==> config.mk <==
export PLATFORM = sky130hd
export DESIGN_NAME = source_dose_sequencer
export DESIGN_NICKNAME = d
export VERILOG_FILES = /design/src/rtl/source_dose_sequencer.sv
export SDC_FILE = /design/constraint.sdc
export NUM_CORES = 1
export LEC_CHECK = 0
export ABC_CLOCK_PERIOD_IN_PS = 3150
export CORE_AREA = 2 2 83 85
export DETAILED_ROUTE_END_ITERATION = 16
export DIE_AREA = 0 0 85 87
export PLACE_DENSITY = 0.48
export SYNTH_ARGS = -nofsm -noshare
export SYNTH_HDL_FRONTEND = slang
export SYNTH_SLANG_ARGS = --single-unit
==> constraint.sdc <==
create_clock -name clk -period 3.15 [get_ports clk]
set_input_delay 0.945 -clock clk [delete_from_list [all_inputs] [get_ports clk]]
set_output_delay 0.945 -clock clk [all_outputs]
set_load 0.01 [all_outputs]
==> src/rtl/source_dose_sequencer.sv <==
// rtl/source_dose_sequencer.sv - peristaltic dose sequencer for the Source inlet valves
module source_dose_sequencer #(
   parameter int STROKE_W   = 8,
   parameter int PHASE_CYC  = 4,
   parameter int SETTLE_CYC = 16
) (
   input  logic                clk,
   input  logic                rst,
   input  logic                req_valid,
   input  logic [STROKE_W-1:0] req_strokes,
   output logic                req_ready,
   input  logic                abort,
   output logic [2:0]          valve,
   output logic                pump_busy,
   output logic                dose_done,
   output logic                dose_aborted,
   output logic [STROKE_W-1:0] strokes_done
);

   localparam int PCW = (PHASE_CYC > 1) ? $clog2(PHASE_CYC) : 1;
   localparam int SCW = (SETTLE_CYC > 1) ? $clog2(SETTLE_CYC) : 1;
   localparam logic [PCW-1:0] P_LAST = PCW'(PHASE_CYC - 1);
   localparam logic [SCW-1:0] S_LAST = SCW'(SETTLE_CYC - 1);

   localparam logic [1:0] S_IDLE   = 2'd0;
   localparam logic [1:0] S_PUMP   = 2'd1;
   localparam logic [1:0] S_SETTLE = 2'd2;
   localparam logic [1:0] S_DONE   = 2'd3;

   logic [1:0]          r_state;
   logic [PCW-1:0]      r_pcnt;
   logic [2:0]          r_pidx;
   logic [SCW-1:0]      r_scnt;
   logic [STROKE_W-1:0] r_remaining;
   logic [STROKE_W-1:0] r_strokes_done;
   logic [2:0]          r_valve;
   logic                r_pump_busy;
   logic                r_dose_done;
   logic                r_dose_aborted;

   logic [1:0]          w_next_state;
   logic [PCW-1:0]      w_next_pcnt;
   logic [2:0]          w_next_pidx;
   logic [SCW-1:0]      w_next_scnt;
   logic                w_ready;
   logic                w_accept;
   logic                w_stroke_end;
   logic                w_busy_abort;

   // Bit = 1 closes the valve; one stroke walks the occluded pair down the tube.
   function automatic logic [2:0] phase_pattern(input logic [2:0] idx);
      case (idx)
         3'd0:    phase_pattern = 3'b101;
         3'd1:    phase_pattern = 3'b100;
         3'd2:    phase_pattern = 3'b110;
         3'd3:    phase_pattern = 3'b010;
         3'd4:    phase_pattern = 3'b011;
         3'd5:    phase_pattern = 3'b001;
         default: phase_pattern = 3'b111;
      endcase
   endfunction

   assign w_ready      = (r_state == S_IDLE) && !abort && !rst;
   assign w_accept     = req_valid && w_ready;
   assign w_busy_abort = abort && ((r_state == S_PUMP) || (r_state == S_SETTLE));
   assign w_stroke_end = (r_state == S_PUMP) && !abort && (r_pcnt == P_LAST) && (r_pidx == 3'd5);

   always_comb begin
      w_next_state = r_state;
      w_next_pcnt  = r_pcnt;
      w_next_pidx  = r_pidx;
      w_next_scnt  = r_scnt;
      case (r_state)
         S_IDLE: begin
            if (w_accept) begin
               w_next_pcnt  = '0;
               w_next_pidx  = 3'd0;
               w_next_scnt  = '0;
               w_next_state = (req_strokes == '0) ? S_SETTLE : S_PUMP;
            end
         end
         S_PUMP: begin
            if (abort) begin
               w_next_state = S_IDLE;
            end else if (r_pcnt == P_LAST) begin
               w_next_pcnt = '0;
               if (r_pidx == 3'd5) begin
                  w_next_pidx = 3'd0;
                  if (r_remaining == STROKE_W'(1)) begin
                     w_next_state = S_SETTLE;
                     w_next_scnt  = '0;
                  end
               end else begin
                  w_next_pidx = r_pidx + 3'd1;
               end
            end else begin
               w_next_pcnt = r_pcnt + PCW'(1);
            end
         end
         S_SETTLE: begin
            if (abort) begin
               w_next_state = S_IDLE;
            end else if (r_scnt == S_LAST) begin
               w_next_state = S_DONE;
            end else begin
               w_next_scnt = r_scnt + SCW'(1);
            end
         end
         default: w_next_state = S_IDLE;
      endcase
   end

   // Outputs are registered from next-state so they line up with the state they describe.
   always_ff @(posedge clk or posedge rst) begin
      if (rst) begin
         r_state        <= S_IDLE;
         r_pcnt         <= '0;
         r_pidx         <= 3'd0;
         r_scnt         <= '0;
         r_remaining    <= '0;
         r_strokes_done <= '0;
         r_valve        <= 3'b111;
         r_pump_busy    <= 1'b0;
         r_dose_done    <= 1'b0;
         r_dose_aborted <= 1'b0;
      end else begin
         r_state        <= w_next_state;
         r_pcnt         <= w_next_pcnt;
         r_pidx         <= w_next_pidx;
         r_scnt         <= w_next_scnt;
         r_valve        <= (w_next_state == S_PUMP) ? phase_pattern(w_next_pidx) : 3'b111;
         r_pump_busy    <= (w_next_state == S_PUMP) || (w_next_state == S_SETTLE);
         r_dose_done    <= (w_next_state == S_DONE);
         r_dose_aborted <= w_busy_abort;
         if (w_accept) begin
            r_remaining    <= req_strokes;
            r_strokes_done <= '0;
         end else if (w_stroke_end) begin
            r_remaining    <= r_remaining - STROKE_W'(1);
            r_strokes_done <= r_strokes_done + STROKE_W'(1);
         end
      end
   end

   assign req_ready    = w_ready;
   assign valve        = r_valve;
   assign pump_busy    = r_pump_busy;
   assign dose_done    = r_dose_done;
   assign dose_aborted = r_dose_aborted;
   assign strokes_done = r_strokes_done;

endmodule
==> metrics.cfg <==
[drt]
wirelength_mm = 4.083
antenna_left = 0
drtPass1Iterations = 4
wl_per_cell_um = 13.13
via_per_inst = 4.852
drc = 0
vias = 1509
drt_iter0_markers = 66

[grt]
antenna_found_initial = 0
grt_remaining_overflow = 0
first_global_vias = 1515
grt_max_degree = 25
grtUsageTotal_pct = 12.24
grt_pass1_wl_mm = 7.127

[worst_setup_path]
cp_slowest_cell = clkdlybuf4s50_1
crit_top_cell = clkdlybuf4s50_1
rr_worst_depth = 8
arrival_ns = 2.11
crit_chain = clkdlybuf4s50_1 > nor3_1 > clkdlybuf4s50_1
critPathCaptureType = primary output
worstSetupPathType = in2out
r2r-start = r_remaining[3]
critPathMaxStageDelay_ns = 0.56
critPathRequiredTime_ns = 2.20
rrSetupSlack_ns = 0.71
r2r-end = valve[2]
setup.worst_path.start_class = primary input
worstPathMaxFanout = 2

[floorplanning]
dieArea_um2 = 7395
die_y_um = 87
start_util_pct = 28.78
num_rows = 30
coreArea_um2 = 6569
ios = 27
die_w_um = 85

[synth]
yosys-top-cells-area = dfrtp_1 40%, ha_1 7.3%, o21ai_0 5.0%
synth.top_cells.by_count = 30 x dfrtp_1, 22 x nand2_1, 19 x o21ai_0
avgSynthCellArea_um2 = 9.646
synthesis.area_um2 = 1891
async_reset_ff_share_pct = 100.0
synth_warnings = 0
synth.most_common_cell = dfrtp_1
synth_edf_count = 0
synth.top_cell.area_share_pct = 39.71
postSynthNetCount = 219
synth_top_area_cell = dfrtp_1
dominantRegCellSynth = dfrtp_1
ys_ff_latch = 33
syn_inst = 196
ys_seq_area_share_pct = 43.88
yosysUniqueCellTypes = 43

[sta]
skew_ns = 0.004248
rsz0062_at_grt = false
slew-limit-headroom_pct = 67.63
hold_viol = 0
drv_slew = 0
setup_viol = 0
fin_crit_ns = 3.050
tightest_slew_ns = 0.4850
max_freq_mhz = 327.8
tns_ns = 0
final.period_utilization_pct = 96.83

[layout]
final_nets = 253
syn2layout_area_growth_pct = 26.08
fin_util_pct = 36.29
diodes = 0
drive_gt1_share_pct = 12.12
fin_area_um2 = 2384
fin_cells = 311

[cts]
cts_sinks = 33
post-cts-setup-buffers = 0
tritoncts = yes
insertion_delay_ns = 0.29
ctsLongestPathBuffers = 2
cts_hold_buf = 0
cts_buffers = 5
cts_resized = 0
htree_levels = 2
cts_root_buf = clkbuf_8
clk_pin_slew_ns = 0.07

[min_path]
min_path_type = reg2reg
min_path_cells = 1
hold-path-endpoint = r_pcnt[1]
hold_path_startpoint = r_pcnt[1]

[power]
ir_drop_mv = 0.2015
power_mw = 1.359
power_density_nw_per_um2 = 570.1
p_leak_nw = 1.028

[job]
maxCapViolations = 0

[place]
io_buffers = 26
placedCellCount = 303
place_hpwl_mm = 3.011
gp_congestion = 0.7444
placed_cell_area_um2 = 2297

[run_status]
status = finished, final reports clean

flip-flops by register name, summed over array words and instances, names as in the netlist:
signal        count
r_remaining       8
strokes_done      8
r_scnt            4
r_pidx            3
valve             3
r_pcnt            2
r_state           2
dose_aborted      1
dose_done         1
pump_busy         1
report_power, final:
part           internal [mW]  switching [mW]
Sequential             0.518          0.0793
Clock                  0.153           0.173
Combinational          0.211           0.225
Total                  0.882           0.477
how the worst max path moves through the flow:
stage          start         to  slack [ns]  cells after the start
2_1_floorplan  abort  req_ready        0.80                      2
3_3_place_gp   abort  req_ready        0.09                      3
3_5_place_dp   abort  req_ready        0.08                      3
4_1_cts        abort  req_ready        0.08                      3
5_1_grt        abort  req_ready        0.04                      3
6_report       abort  req_ready         0.1                      3
per-layer routing:
metal,GRT usage [%],vias to the layer above,wire length (µm)
met5,0,-,0
met4,4.473,0,64
met3,4.265,7,161
met2,18.54,23,1855
met1,16.19,720,2001
li1,-,759,-
kinds of logic after synthesis:
logic type | synth area share (%)
xor gates and xnor gates | 7.412
DFF | 43.88
adders and majority gates | 7.280
muxes | 0.7939
and+or+nand+nor | 21.31
buffers and inverters | 3.309
AOI/OAI and AO/OA | 16.02
through the flow:
stage,worst slack (ns),hold WS [ns]
2_1_floorplan,0.8026,0.4913
3_3_place_gp,0.09331,0.5207
3_5_place_dp,0.08353,0.5254
4_1_cts,0.08092,0.5479
5_1_grt,0.04217,0.5833
6_report,0.09974,0.5450
cell usage in the layout (no fill, tap or decap), types with 6 or more instances in the layout:
cell,n
a21oi_1,6
buf_4,8
clkdlybuf4s50_1,26
dfrtp_1,30
ha_1,11
inv_1,9
nand2_1,22
nand4_1,6
nor2_1,12
o21ai_0,19
xnor2_1,6
xor2_1,10
layout make-up:
cell class                 instances  area, µm²
tap                               80      100.1
timing repair buffer              34      320.3
multi-input combinational        147       1013
sequential                        33      829.5
inverter                           9      33.78
fill                             652       4185
clock buffer                       5      68.82
clock inverter                     3      17.52
worst max-delay path: cells and delay by family:
family	cells	cell delay, ns
simple gates	1	0.18
buf+inv	2	0.98
Note: power is estimated with default switching activity, not from simulation.
==> patch 1 (config.mk and constraints unchanged) <==
The parameter `PHASE_CYC` goes from 4 to 8.
--- a/src/rtl/source_dose_sequencer.sv
+++ b/src/rtl/source_dose_sequencer.sv
@@ -3,3 +3,3 @@
    parameter int STROKE_W   = 8,
-   parameter int PHASE_CYC  = 4,
+   parameter int PHASE_CYC  = 8,
    parameter int SETTLE_CYC = 16
Function: changed (Yosys sat finds a counterexample within 10 cycles, from zero or initial values and one cycle with rst high).
==> patch 1 against the unedited design <==
  * Total power up 9.8%
  * Die area did not move
  * Worst setup slack got worse by 0.011 ns
  * Cell area is 2.3% higher
  * First-iteration DRC count is 3.0% lower
  * Sequential share of layout area is 0.26 points higher
  * Synthesized area rose by 0.66%
  * Combinational power up 9.4%
  * Sequential cell count increased by 1
  * Wire length grew 1.9%
  * Non-clock buffer count is 3 higher
  * Critical path depth is the same
  * Critical path type unchanged
==> patch 1: results (changes against the unedited design) <==
# nets final: 267 (+5.5%)
Power Internal: 1.00 mW (+14%)
status: complete, no violations
vias per inst: 4.71 (-2.9%)
Post-CTS Resized: 0 (unchanged)
Placer Congestion: 0.746 (+0.23%)
Fillers: 680 (+4.3%)
Slew @ Worst Pin: 0.492 ns (+0.00689 ns)
met2 Use GR: 19.6% (+1.1 points)
Clock Latency Late Sink: 0.28 ns
main area contributors after synthesis: dfrtp_1 41%, ha_1 7.9%, nand2_1 5.3%, o21ai_0 5.0%, xnor2_1 4.6%
initial DRC count: 64 (-3.0%)
Worst Reg-to-Reg Cells: 10 (+2)
largest net degree at the start of global routing: 35 (+40%)
P_leak: 1.03 nW (+0.11%)
Max VDD drop: 0.000240 V (+19%)
cell family with the largest share of critical-path delay: buffers and inverters
Tot GR Track Use: 12.2% (-0.073 points)
Syn Nets: 230 (+5.0%)
first-pass GRT wire length: 7180 um (+0.69%)
met1 Resource Use GR: 16.2% (+0.029 points)
skew final: 0.00716 ns (+0.00292 ns)
Seq/Total Area, Yosys: 44.9% (+1.0 points)
WHS Path Cells: 2 (+1)
Wirelength per Cell: 12.8 um (-2.2%)
Slowest cell on crit path: clkdlybuf4s50_1
top post-synthesis cells by count: 31 x dfrtp_1, 27 x nand2_1, 19 x o21ai_0
share of cells above drive strength 1: 11.9% (-0.24 points)
DP HPWL: 3010 um (about the same)
syn_area_per_cell: 9.24 um^2 (-4.2%)
synth unique cells: 39 (-9.3%)
vias in the first global route: 1517 (+0.13%)
fin cells: 324 (+4.2%)
met3 Track Usage GR: 2.84% (-1.4 points)
-- patch 1: cells by family after synthesis --
family	share of synthesized area [%]
xor+xnor	6.90
compound gates	12.1
flops	44.9
fa+ha+maj	7.89
buf+inv	4.14
simple gates	24.1
-- patch 1: metrics by stage --
step / hold WS, ns / util, % / setup slack [ns] / area (um^2)
detailed placement: 0.489 / 35.5 / 0.0507 / 2330
global placement: 0.476 / 35.5 / 0.0920 / 2330
floorplan: 0.454 / - / 0.495 / 1900
CTS: 0.504 / 37.1 / 0.0778 / 2440
global route: 0.561 / 37.1 / 0.0186 / 2440
finish: 0.495 / 37.1 / 0.0884 / 2440
-- patch 1: power by group through the flow --
stage	registers, mW	clock network [mW]	logic (mW)
after global routing	0.637	0.427	0.543
after detailed placement	0.626	0	0.482
after floorplan	0.619	0	0.304
final	0.621	0.394	0.477
after global placement	0.627	0	0.475
after CTS	0.620	0.407	0.485
-- patch 1: path summary, 6_finish.rpt --
kind                                      from             end  slack [ns]
worst max-delay path                     abort       req_ready        0.09
worst min-delay path                 r_pcnt[1]       r_pcnt[1]        0.49
worst max register to register  r_remaining[1]        valve[2]        0.50
worst min register to register       r_pcnt[1]       r_pcnt[1]        0.49
max in group asynchronous                  rst        valve[2]        1.55
min in group asynchronous                  rst  r_remaining[7]        1.26
-- patch 1: routing by layer --
metal,up-vias,part of all wire (%)
met5,-,0
met4,0,1.5
met3,7,2.4
met2,18,47
met1,720,49
li1,782,-
-- patch 1: final cells by class --
class | count | area (um^2) | area share [%]
multi-input cells | 152 | 985 | 40.4
clock buffers | 7 | 76.3 | 3.13
well taps | 80 | 100 | 4.11
flip-flops and latches | 34 | 855 | 35.1
inverters | 13 | 48.8 | 2.00
repair buffers | 37 | 343 | 14.1
clock inverters | 1 | 30.0 | 1.23
==> patch 2 (same settings) <==
Without the edit above. Reset style: synchronous (`rst`), changed in one clocked block.
--- a/src/rtl/source_dose_sequencer.sv
+++ b/src/rtl/source_dose_sequencer.sv
@@ -113,3 +113,3 @@
    // Outputs are registered from next-state so they line up with the state they describe.
-   always_ff @(posedge clk or posedge rst) begin
+   always_ff @(posedge clk) begin
       if (rst) begin
Behaviour: differs if rst is asserted again (counterexample within 4 cycles, from zero or initial values and one cycle with rst high); with rst held inactive, the same outputs for 10 cycles.
==> patch 2 against the unedited design <==
  * Cell area fell by 2.4%
  * Synthesized area fell by 3.7%
  * Wire length rose by 4.3%
  * Sequential cell count did not move
  * Worst setup slack improved by 0.072 ns
  * First-iteration DRC count fell by 33%
  * Critical endpoint unchanged
  * Largest cell class unchanged
Power is not compared: it rests on default switching activity, and its combinational part moved more than twofold at a synthesized area within 25%.
==> patch 2: results (changes against the unedited design) <==
Seq/Total Area, Yosys: 36.3% (-7.6 points)
clk tree area frac: 4.46% (+0.84 points)
origin of the critical flop-to-flop path: r_state[1]
Slew HR: 70.6% (+3.0 points)
initial DRC count: 44 (-33%)
Hold Crit Start: r_scnt[3]
Synth Area in Compound Gates: 18.2% (+2.2 points)
dpl ws: -0.0568 ns (-0.140 ns)
Worst Reg-to-Reg Cells: 7 (-1)
placed insts: 315 (+4.0%)
main area contributors after synthesis: dfxtp_1 36%, ha_1 6.2%, nor2_1 5.4%, xor2_1 4.3%, a211oi_1 3.3%
DP HPWL: 3070 um (+2.0%)
Non-clk bufs: 37 (+8.8%)
syn_area_per_cell: 8.75 um^2 (-9.3%)
Placer Congestion: 0.852 (+14%)
worst r2r dst: valve[1]
XOR/XNOR share of the synthesized area: 7.22% (-0.20 points)
share of cells above drive strength 1: 14.0% (+1.9 points)
Wirelength per Cell: 13.2 um (+0.75%)
Post-Synth Adder-Cell Area: 6.19% (-1.1 points)
Hold WS: 0.480 ns (-0.0646 ns)
Tot GR Track Use: 12.3% (+0.024 points)
top_reg_cell synth: dfxtp_1
multi-input combinational cell area: 0.00109 mm^2 (+8.0%)
antenna cells: 0 (unchanged)
Async SR Flop Fraction: 0% (-100 points)
mux contribution to synthesized area: 0.619% (-0.18 points)
Syn Nets: 229 (+4.6%)
top post-synthesis cells by count: 33 x dfxtp_1, 26 x nor2_1, 11 x nand2_1
reg-to-reg slack, setup: 0.91 ns (+0.20 ns)
setup repair bufs after CTS: 0 (unchanged)
skew final: 0.0108 ns (+0.00655 ns)
status: complete, no violations
vias per inst: 4.85 (about the same)
Worst Path Arrival: 2.03 ns (-0.08 ns)
register area: 661 um^2 (-20%)
# nets final: 263 (+4.0%)
Syn Std Cell Area: 0.00182 mm^2 (-3.7%)
invs w/o clock: 7 (-2)
synth unique cells: 50 (+16%)
largest net degree at the start of global routing: 30 (+20%)
placed cell areas: 0.00222 mm^2 (-3.2%)
first-pass GRT wire length: 7170 um (+0.59%)
multi-input gates: 158 (+7.5%)
Vias: 1563 (+3.6%)
Fmax: 336 MHz (+2.4%)
vias in the first global route: 1517 (+0.13%)
Signal buf overhead: 14.7% (+1.2 points)
Fillers: 670 (+2.8%)
patch 2: cell types whose count changed after synthesis, sizes merged, moves of 4 or more:
| cell | before | now |
|---|---|---|
| a211oi | 0 | 8 |
| a22o | 4 | 0 |
| dfrtp | 30 | 0 |
| dfxtp | 0 | 33 |
| nand2 | 22 | 11 |
| nand2b | 4 | 9 |
| nand3 | 5 | 9 |
| nor2 | 12 | 27 |
| o21ai | 19 | 9 |
patch 2: critical path, stage by stage:
cell and delay (ns):
clkdlybuf4s50_1 0.48, nor2_1 0.05, buf_4 0.14, and2_1 0.14, dlygate4sd2_1 0.28
patch 2: per-layer routing:
metal	track usage, %	up-vias	wire, um
met5	0	-	0
met4	5.48	0	127
met3	3.70	7	168
met2	18.7	29	1880
met1	16.0	708	2080
li1	-	819	-
patch 2: power by group:
group / internal, mW / switching, mW / total, mW
Sequential: 0.425 / 0.00759 / 0.433
Combinational: 0.0479 / 0.0508 / 0.0987
Clock: 0.230 / 0.164 / 0.394
